$ cat src/rtl/alu_pkg.sv
// Shared opcode constants, FSM state type and default width
// for the multi-cycle execute-stage ALU.
package alu_pkg;

    localparam int ALU_WIDTH = 32;

    localparam logic [3:0] ALU_AND  = 4'b0000;
    localparam logic [3:0] ALU_OR   = 4'b0001;
    localparam logic [3:0] ALU_ADD  = 4'b0010;
    localparam logic [3:0] ALU_SUB  = 4'b0110;
    localparam logic [3:0] ALU_SLT  = 4'b0111;
    localparam logic [3:0] ALU_SLTU = 4'b1100;
    localparam logic [3:0] ALU_SLL  = 4'b1000;
    localparam logic [3:0] ALU_SRL  = 4'b1001;
    localparam logic [3:0] ALU_XOR  = 4'b1010;
    localparam logic [3:0] ALU_SRA  = 4'b1011;

    typedef enum logic {
        IDLE  = 1'b0,
        SHIFT = 1'b1
    } state_t;

endpackage

$ cat src/rtl/alu_shift_step.sv
// Single-bit shift of a WIDTH-bit word; left, logical right
// or arithmetic right depending on the select inputs.
module alu_shift_step #(
    parameter int WIDTH = 32
) (
    input  logic [WIDTH-1:0] data,
    input  logic             left,
    input  logic             arith,
    output logic [WIDTH-1:0] out
);

    always_comb begin
        if (left) begin
            out = {data[WIDTH-2:0], 1'b0};
        end else begin
            out = {arith & data[WIDTH-1], data[WIDTH-1:1]};
        end
    end

endmodule

$ cat src/rtl/alu_sequential.sv
// Multi-cycle integer ALU: one-cycle logic/arithmetic, shifts
// iterated one bit per cycle through alu_shift_step.
module alu_sequential
    import alu_pkg::*;
#(
    parameter int WIDTH   = ALU_WIDTH,
    parameter int SHAMT_W = 5
) (
    input  logic             clk,
    input  logic             reset,
    input  logic             start,
    input  logic [3:0]       aluop,
    input  logic [WIDTH-1:0] operand_a,
    input  logic [WIDTH-1:0] operand_b,
    output logic             busy,
    output logic             done,
    output logic [WIDTH-1:0] result,
    output logic             zero
);

    state_t state;
    state_t state_next;

    logic               accept;
    logic               is_shift;
    logic               shift_now;
    logic               last_step;
    logic [SHAMT_W-1:0] amt;
    logic [SHAMT_W-1:0] count;
    logic [WIDTH-1:0]   sh_reg;
    logic [WIDTH-1:0]   step_out;
    logic [WIDTH-1:0]   alu_out;
    logic               sh_left;
    logic               sh_arith;

    assign amt       = operand_b[SHAMT_W-1:0];
    assign accept    = start && (state == IDLE);
    assign is_shift  = (aluop == ALU_SLL) || (aluop == ALU_SRL)
                    || (aluop == ALU_SRA);
    assign shift_now = accept && is_shift && (amt != '0);
    assign last_step = (state == SHIFT) && (count == SHAMT_W'(1));

    // Shift ops only reach this path with a zero amount.
    always_comb begin
        alu_out = operand_a + operand_b;
        case (aluop)
            ALU_AND:  alu_out = operand_a & operand_b;
            ALU_OR:   alu_out = operand_a | operand_b;
            ALU_XOR:  alu_out = operand_a ^ operand_b;
            ALU_SUB:  alu_out = operand_a - operand_b;
            ALU_SLT:  alu_out = {{(WIDTH-1){1'b0}},
                                 $signed(operand_a) < $signed(operand_b)};
            ALU_SLTU: alu_out = {{(WIDTH-1){1'b0}}, operand_a < operand_b};
            ALU_SLL,
            ALU_SRL,
            ALU_SRA:  alu_out = operand_a;
            default:  alu_out = operand_a + operand_b;
        endcase
    end

    alu_shift_step #(
        .WIDTH(WIDTH)
    ) u_step (
        .data  (sh_reg),
        .left  (sh_left),
        .arith (sh_arith),
        .out   (step_out)
    );

    always_ff @(posedge clk or posedge reset) begin
        if (reset) begin
            state <= IDLE;
        end else begin
            state <= state_next;
        end
    end

    always_comb begin
        state_next = state;
        case (state)
            IDLE:    if (shift_now) state_next = SHIFT;
            SHIFT:   if (last_step) state_next = IDLE;
            default: state_next = IDLE;
        endcase
    end

    always_comb begin
        busy = (state == SHIFT);
    end

    always_ff @(posedge clk or posedge reset) begin
        if (reset) begin
            result   <= '0;
            zero     <= 1'b0;
            done     <= 1'b0;
            count    <= '0;
            sh_reg   <= '0;
            sh_left  <= 1'b0;
            sh_arith <= 1'b0;
        end else begin
            done <= 1'b0;
            if (shift_now) begin
                sh_reg   <= operand_a;
                count    <= amt;
                sh_left  <= (aluop == ALU_SLL);
                sh_arith <= (aluop == ALU_SRA);
            end else if (accept) begin
                result <= alu_out;
                zero   <= (alu_out == '0);
                done   <= 1'b1;
            end else if (state == SHIFT) begin
                sh_reg <= step_out;
                count  <= count - 1'b1;
                if (last_step) begin
                    result <= step_out;
                    zero   <= (step_out == '0);
                    done   <= 1'b1;
                end
            end
        end
    end

endmodule

$ cat config.mk
export PLATFORM = sky130hd
export DESIGN_NAME = alu_sequential
export DESIGN_NICKNAME = d
export VERILOG_FILES = /design/src/rtl/alu_pkg.sv /design/src/rtl/alu_shift_step.sv /design/src/rtl/alu_sequential.sv
export SDC_FILE = /design/constraint.sdc
export NUM_CORES = 1
export LEC_CHECK = 0
export CAP_MARGIN = 25
export CORE_MARGIN = 10
export CORE_UTILIZATION = 53
export CTS_CLUSTER_SIZE = 25
export DETAILED_ROUTE_END_ITERATION = 6
export GPL_TIMING_DRIVEN = 1
export HOLD_SLACK_MARGIN = 0.15
export PLACE_DENSITY_LB_ADDON = 0.25
export SLEW_MARGIN = 20
export SYNTH_ARGS = -nofsm -noshare
export SYNTH_HDL_FRONTEND = slang
export SYNTH_SLANG_ARGS = --single-unit
$ cat constraint.sdc
create_clock -name clk -period 2.1 [get_ports clk]
set_input_delay 0.315 -clock clk [delete_from_list [all_inputs] [get_ports clk]]
set_output_delay 0.315 -clock clk [all_outputs]
set_load 0.02 [all_outputs]
==> results by group, run 1 <==
Run status
  – Run status: aborted with a tool error
  – Terminating stage of the flow: clock tree synthesis (4_1_cts)
  – Error that stopped the run: [ERROR DPL-0033] detailed placement checks failed during check placement.

Floorplanning
  – Overall die height: 154 um
  – Number of placement rows: 49
  – Effective utilization at floorplan: 0.535
  – Die X: 154 um
  – Count of boundary I/O pins: 106

Synth
  – Warnings, synthesis: 0
  – Post-synth EDFFs: 0
  – Unique masters post-synth: 87
  – Mapped Area: 9540 um2
  – Count of state elements after synthesis: 74
  – Cell with the most instances after synthesis: nand2_1
  – Most used standard cells in the synthesized netlist: nand2_1 (142), inv_1 (109), nor2_1 (104)
  – Share of synthesized flip-flops with an asynchronous set or reset: 1.00
  – Top cells by area, synth: dfrtp_1 (19%), ha_1 (13%), nand2_1 (5.6%), a21oi_1 (5.2%), o21ai_0 (4.5%)
  – Leading register cell type out of synthesis: dfrtp_1
  – Mean area per synthesized cell: 7.38 um2
  – Net count of the mapped netlist: 1464
  – Post-synthesis cell type with the largest combined area: dfrtp_1
  – Share of the synthesized area in the top cell type: 0.194
  – Sequential share of the synthesized area: 0.194
  – Gate count of the mapped netlist: 1293

CTS
  – TritonCTS Buffers: 9
  – H-tree depth reported by CTS: 3
  – Number of clock sinks: 74
  – Post-CTS Setup Repair Bufs: 93
  – Buffer cell driving the clock tree root: clkbuf_16
  – Buffers from clock root to sink, at most: 2
  – CTS-repair resized insts: 560
  – CTS Hold Bufs: 0

Place
  – Count of buffers inserted at the top-level ports: 105
  – Half-perimeter wire length after placement: 36100 um
  – Routability-driven placement congestion ratio: 1.07
[stage by stage]
stage / cells / worst slack (ns) / utilization / instance area [um2] / setup TNS (ns)
2_1_floorplan: 1293 / -1.11 / - / 9930 / -12.88
3_3_place_gp: 1994 / -1.99 / 0.806 / 14400 / -63.13
3_5_place_dp: 1994 / -2.05 / 0.806 / 14400 / -65.35
[logic make-up after synthesis]
group	Yosys count	synth area share
compound gates	472	0.346
simple gates	406	0.201
buf+inv	195	0.0783
fa+ha+maj	100	0.133
flops	74	0.194
mux	38	0.0407
xor+xnor	8	0.00734
==> run 2: changes to the inputs <==
--- a/config.mk
+++ b/config.mk
@@ -7,12 +7,10 @@
 export LEC_CHECK = 0
 export CAP_MARGIN = 25
 export CORE_MARGIN = 10
-export CORE_UTILIZATION = 53
-export CTS_CLUSTER_SIZE = 25
+export CORE_UTILIZATION = 40
 export DETAILED_ROUTE_END_ITERATION = 6
 export GPL_TIMING_DRIVEN = 1
-export HOLD_SLACK_MARGIN = 0.15
-export PLACE_DENSITY_LB_ADDON = 0.25
+export PLACE_DENSITY_LB_ADDON = 0.15
 export SLEW_MARGIN = 20
 export SYNTH_ARGS = -nofsm -noshare
 export SYNTH_HDL_FRONTEND = slang
==> constraint.sdc (replaced) <==
create_clock -name clk -period 2.7 [get_ports clk]
set_input_delay 0.405 -clock clk [delete_from_list [all_inputs] [get_ports clk]]
set_output_delay 0.405 -clock clk [all_outputs]
set_load 0.02 [all_outputs]
==> results by group, run 2 <==
Run status
  – Run status: complete, but fails checks (was aborted with a tool error)
  – Violations in the final reports: DRC, setup timing

Timing
  – Final-report max-slew violation count: 0
  – WHS: 0.410 ns
  – Final Hold Viols: 0
  – Least-Margin Pin Slew: 0.768 ns
  – Worst Slack Setup Final: -0.584 ns
  – RSZ-0062 raised after global routing: true
  – Worst rel slew slack: 0.483
  – Total setup violations reported at the end of the flow: 19
  – Post-route fraction of the period consumed by the critical path: 1.22
  – Skew final: 0.00618 ns
  – Min Tclk post-route: 3.28 ns
  – F_max: 304 MHz
  – Setup Total Neg Slack: -5.56 ns

Critical path
  – Crit path arrival time: 3.54 ns
  – Worst Setup Path Type: input pin to register
  – Kind of start point of the critical path: input pin
  – Maximum fanout along the worst path: 4
  – Critical path data required time: 2.96 ns
  – R2R depth: 11
  – Crit. End Element: register

Floorplanning
  – Effective utilization at floorplan: 0.406 (was 0.535)
  – Placeable core region: 23500 um2
  – Count of boundary I/O pins: 106 (unchanged)
  – Overall die height: 174 um (was 154 um)
  – Number of placement rows: 56 (was 49)
  – Die X: 174 um (was 154 um)
  – Die ar.: 30400 um2

Synth
  – Count of state elements after synthesis: 74 (unchanged)
  – Post-synth EDFFs: 0 (unchanged)
  – Gate count of the mapped netlist: 1293 (unchanged)
  – Post-synthesis cell type with the largest combined area: dfrtp_1 (unchanged)
  – Share of the synthesized netlist area taken by xor and xnor gates: 0.00734 (unchanged)
  – Cell with the most instances after synthesis: nand2_1 (unchanged)
  – Synth Area in Simple Gates: 0.201 (unchanged)
  – Leading register cell type out of synthesis: dfrtp_1 (unchanged)
  – Net count of the mapped netlist: 1464 (unchanged)
  – Share of synthesized flip-flops with an asynchronous set or reset: 1.00 (unchanged)
  – Compound-cell area share of the yosys netlist: 0.346 (unchanged)
  – Top cells by area, synth: dfrtp_1 (19%), ha_1 (13%), nand2_1 (5.6%), a21oi_1 (5.2%), o21ai_0 (4.5%) (unchanged)
  – Combinational family with the most area after synthesis: compound AO/OA/AOI/OAI gates (unchanged)
  – Mapped Area: 9540 um2 (unchanged)
  – Warnings, synthesis: 0 (unchanged)
  – Unique masters post-synth: 87 (unchanged)
  – Most used standard cells in the synthesized netlist: nand2_1 (142), inv_1 (109), nor2_1 (104) (unchanged)
  – Mean area per synthesized cell: 7.38 um2 (unchanged)
  – Share of the synthesized area in the top cell type: 0.194 (unchanged)
  – Sequential share of the synthesized area: 0.194 (unchanged)
  – Mux share of post-synthesis cell area: 0.0407 (unchanged)
  – Adder-Cell Fraction of Synth Area: 0.133 (unchanged)

Power
  – Leakage dissipation: 7.86 nW
  – PwrDens: 566 nW/um2
  – Highest ir drop seen on vdd: 0.508 mV

Cells and area
  – End-of-flow core utilization: 0.739
  – Total number of nets in the final design: 2049
  – Final cell area excluding filler cells: 17400 um2
  – Most common cell after layout, fill and taps aside: buf_4
  – Share of layout cells above drive strength 1: 0.482
  – Area grow syn2layout: 81.9%
  – Top library cells by usage in the layout, fill and taps aside: buf_4 (477), nand2_1 (139), nor2_1 (91)
  – Number of filler cells placed in the layout: 1792

CTS
  – H-tree depth reported by CTS: 3 (unchanged)
  – Buffers from clock root to sink, at most: 2 (unchanged)
  – Number of clock sinks: 74 (unchanged)
  – Reg clk slew, reported paths: 0.06 ns
  – Clk_lat worst skew: 0.33 ns
  – Buffer cell driving the clock tree root: clkbuf_16 (unchanged)
  – TritonCTS Buffers: 9 (unchanged)
  – CTS tree: yes

Routing
  – Via count: 13.0k
  – Via density per instance: 5.91
  – Pre-antenna DRT Iters: 7
  – Routed wire per std cell: 22.2 um
  – Wirelength, routed: 48900 um
  – DRC violation count after routing: 27
  – Detailed router's first-iteration violation count: 1325
  – Post-route antenna net violation count: 0

Place
  – Half-perimeter wire length after placement: 37000 um (was 36100 um)
  – Pre-CTS WS: -1.67 ns (was -2.05 ns)
  – Count of buffers inserted at the top-level ports: 105 (unchanged)
  – Routability-driven placement congestion ratio: 0.975 (was 1.07)
  – Dpl cell area: 14300 um2 (was 14400 um2)

Hold path
  – Min-Delay Path Depth: 4
  – Hold Path Class: input pin to register

GRT
  – Remaining Overflow, GRT: 0
  – Number of global-route vias before repair: 13.2k
  – Initial antenna violation count: 2
  – Wire length of the first global-routing pass: 73600 um
  – Overall routing resource usage: 0.300
  – Largest net degree at the start of global routing: 75

Run
  – Max-cap check violation count: 0
==> run 2: cell counts after synthesis <==
Identical to the previous run, type by type.
==> run 2: path summary, 6_finish.rpt <==
path | start | to | slack, ns
setup / recovery | operand_b[9] | zero | -0.58
hold / removal | operand_a[0] | sh_reg[0] | 0.41
setup reg to reg | busy | zero | 0.07
hold reg to reg | result[4] | result[4] | 0.48
max in group asynchronous | reset | result[27] | 1.88
min in group asynchronous | reset | count[2] | 0.45
==> run 2: final cells by class <==
cell class                      count  area (um2)  share of cell area
Antenna cell                        1        2.50            0.000144
Clock buffer                       15         288              0.0166
Clock inverter                      1        30.0             0.00173
Inverter                          112         485              0.0280
Multi-Input combinational cell   1024        8780               0.506
Sequential cell                    74        1850               0.107
Tap cell                          319         399              0.0230
Timing Repair Buffer              657        5520               0.318
==> run 2: repair_timing <==
action                                  4_1_cts  5_1_grt
setup buffers                                89       31
endpoints found under the setup margin       31       27
pin swaps                                   152       96
resized for setup                           531      122
hold buffers                                  0        0
==> run 2: metrics by stage <==
stage	std cells	power (mW)
after floorplan	1293	4.92
after global placement	2091	7.43
after detailed placement	2091	7.51
after CTS	2185	9.44
after global routing	2202	10.4
final	2203	9.82
==> run 2: kinds of logic (layout without fill, tap and decap cells) <==
logic type	count (synthesis)	after routing
AND/OR/NAND/NOR	406	406
multiplexers	38	38
XOR/XNOR	8	8
adder cells (fa/ha/maj)	100	100
AO/OA/AOI/OAI	472	472
flip-flops	74	74
buffers and inverters	195	785
other	0	1
==> run 2: metal layers <==
| metal | vias to the layer above | share of wire | GRT usage |
|---|---|---|---|
| li1 | 5961 | - | - |
| met2 | 615 | 0.47 | 0.505 |
| met5 | - | 0.00027 | 0 |
| met1 | 6294 | 0.41 | 0.378 |
| met3 | 153 | 0.083 | 0.0516 |
| met4 | 2 | 0.038 | 0.107 |
==> run 2: critical path: stages <==
cell,delay [ns]
buf_4,0.14
inv_4,0.07
ha_4,0.21
or4_4,0.50
buf_6,0.14
a2111oi_4,0.28
buf_4,0.18
o31ai_4,0.10
buf_4,0.19
a221oi_2,0.24
a211oi_2,0.10
nor3_4,0.20
nand4_1,0.16
nor4_2,0.36
nand3_1,0.13
o21ai_1,0.12
==> run 2: where the power goes <==
group / leakage (nW) / switching [mW] / internal (mW)
Combinational: 6.79 / 3.55 / 3.01
Clock: 0.156 / 0.437 / 0.817
Sequential: 0.918 / 0.377 / 1.63
(Power assumes the default switching activity.)
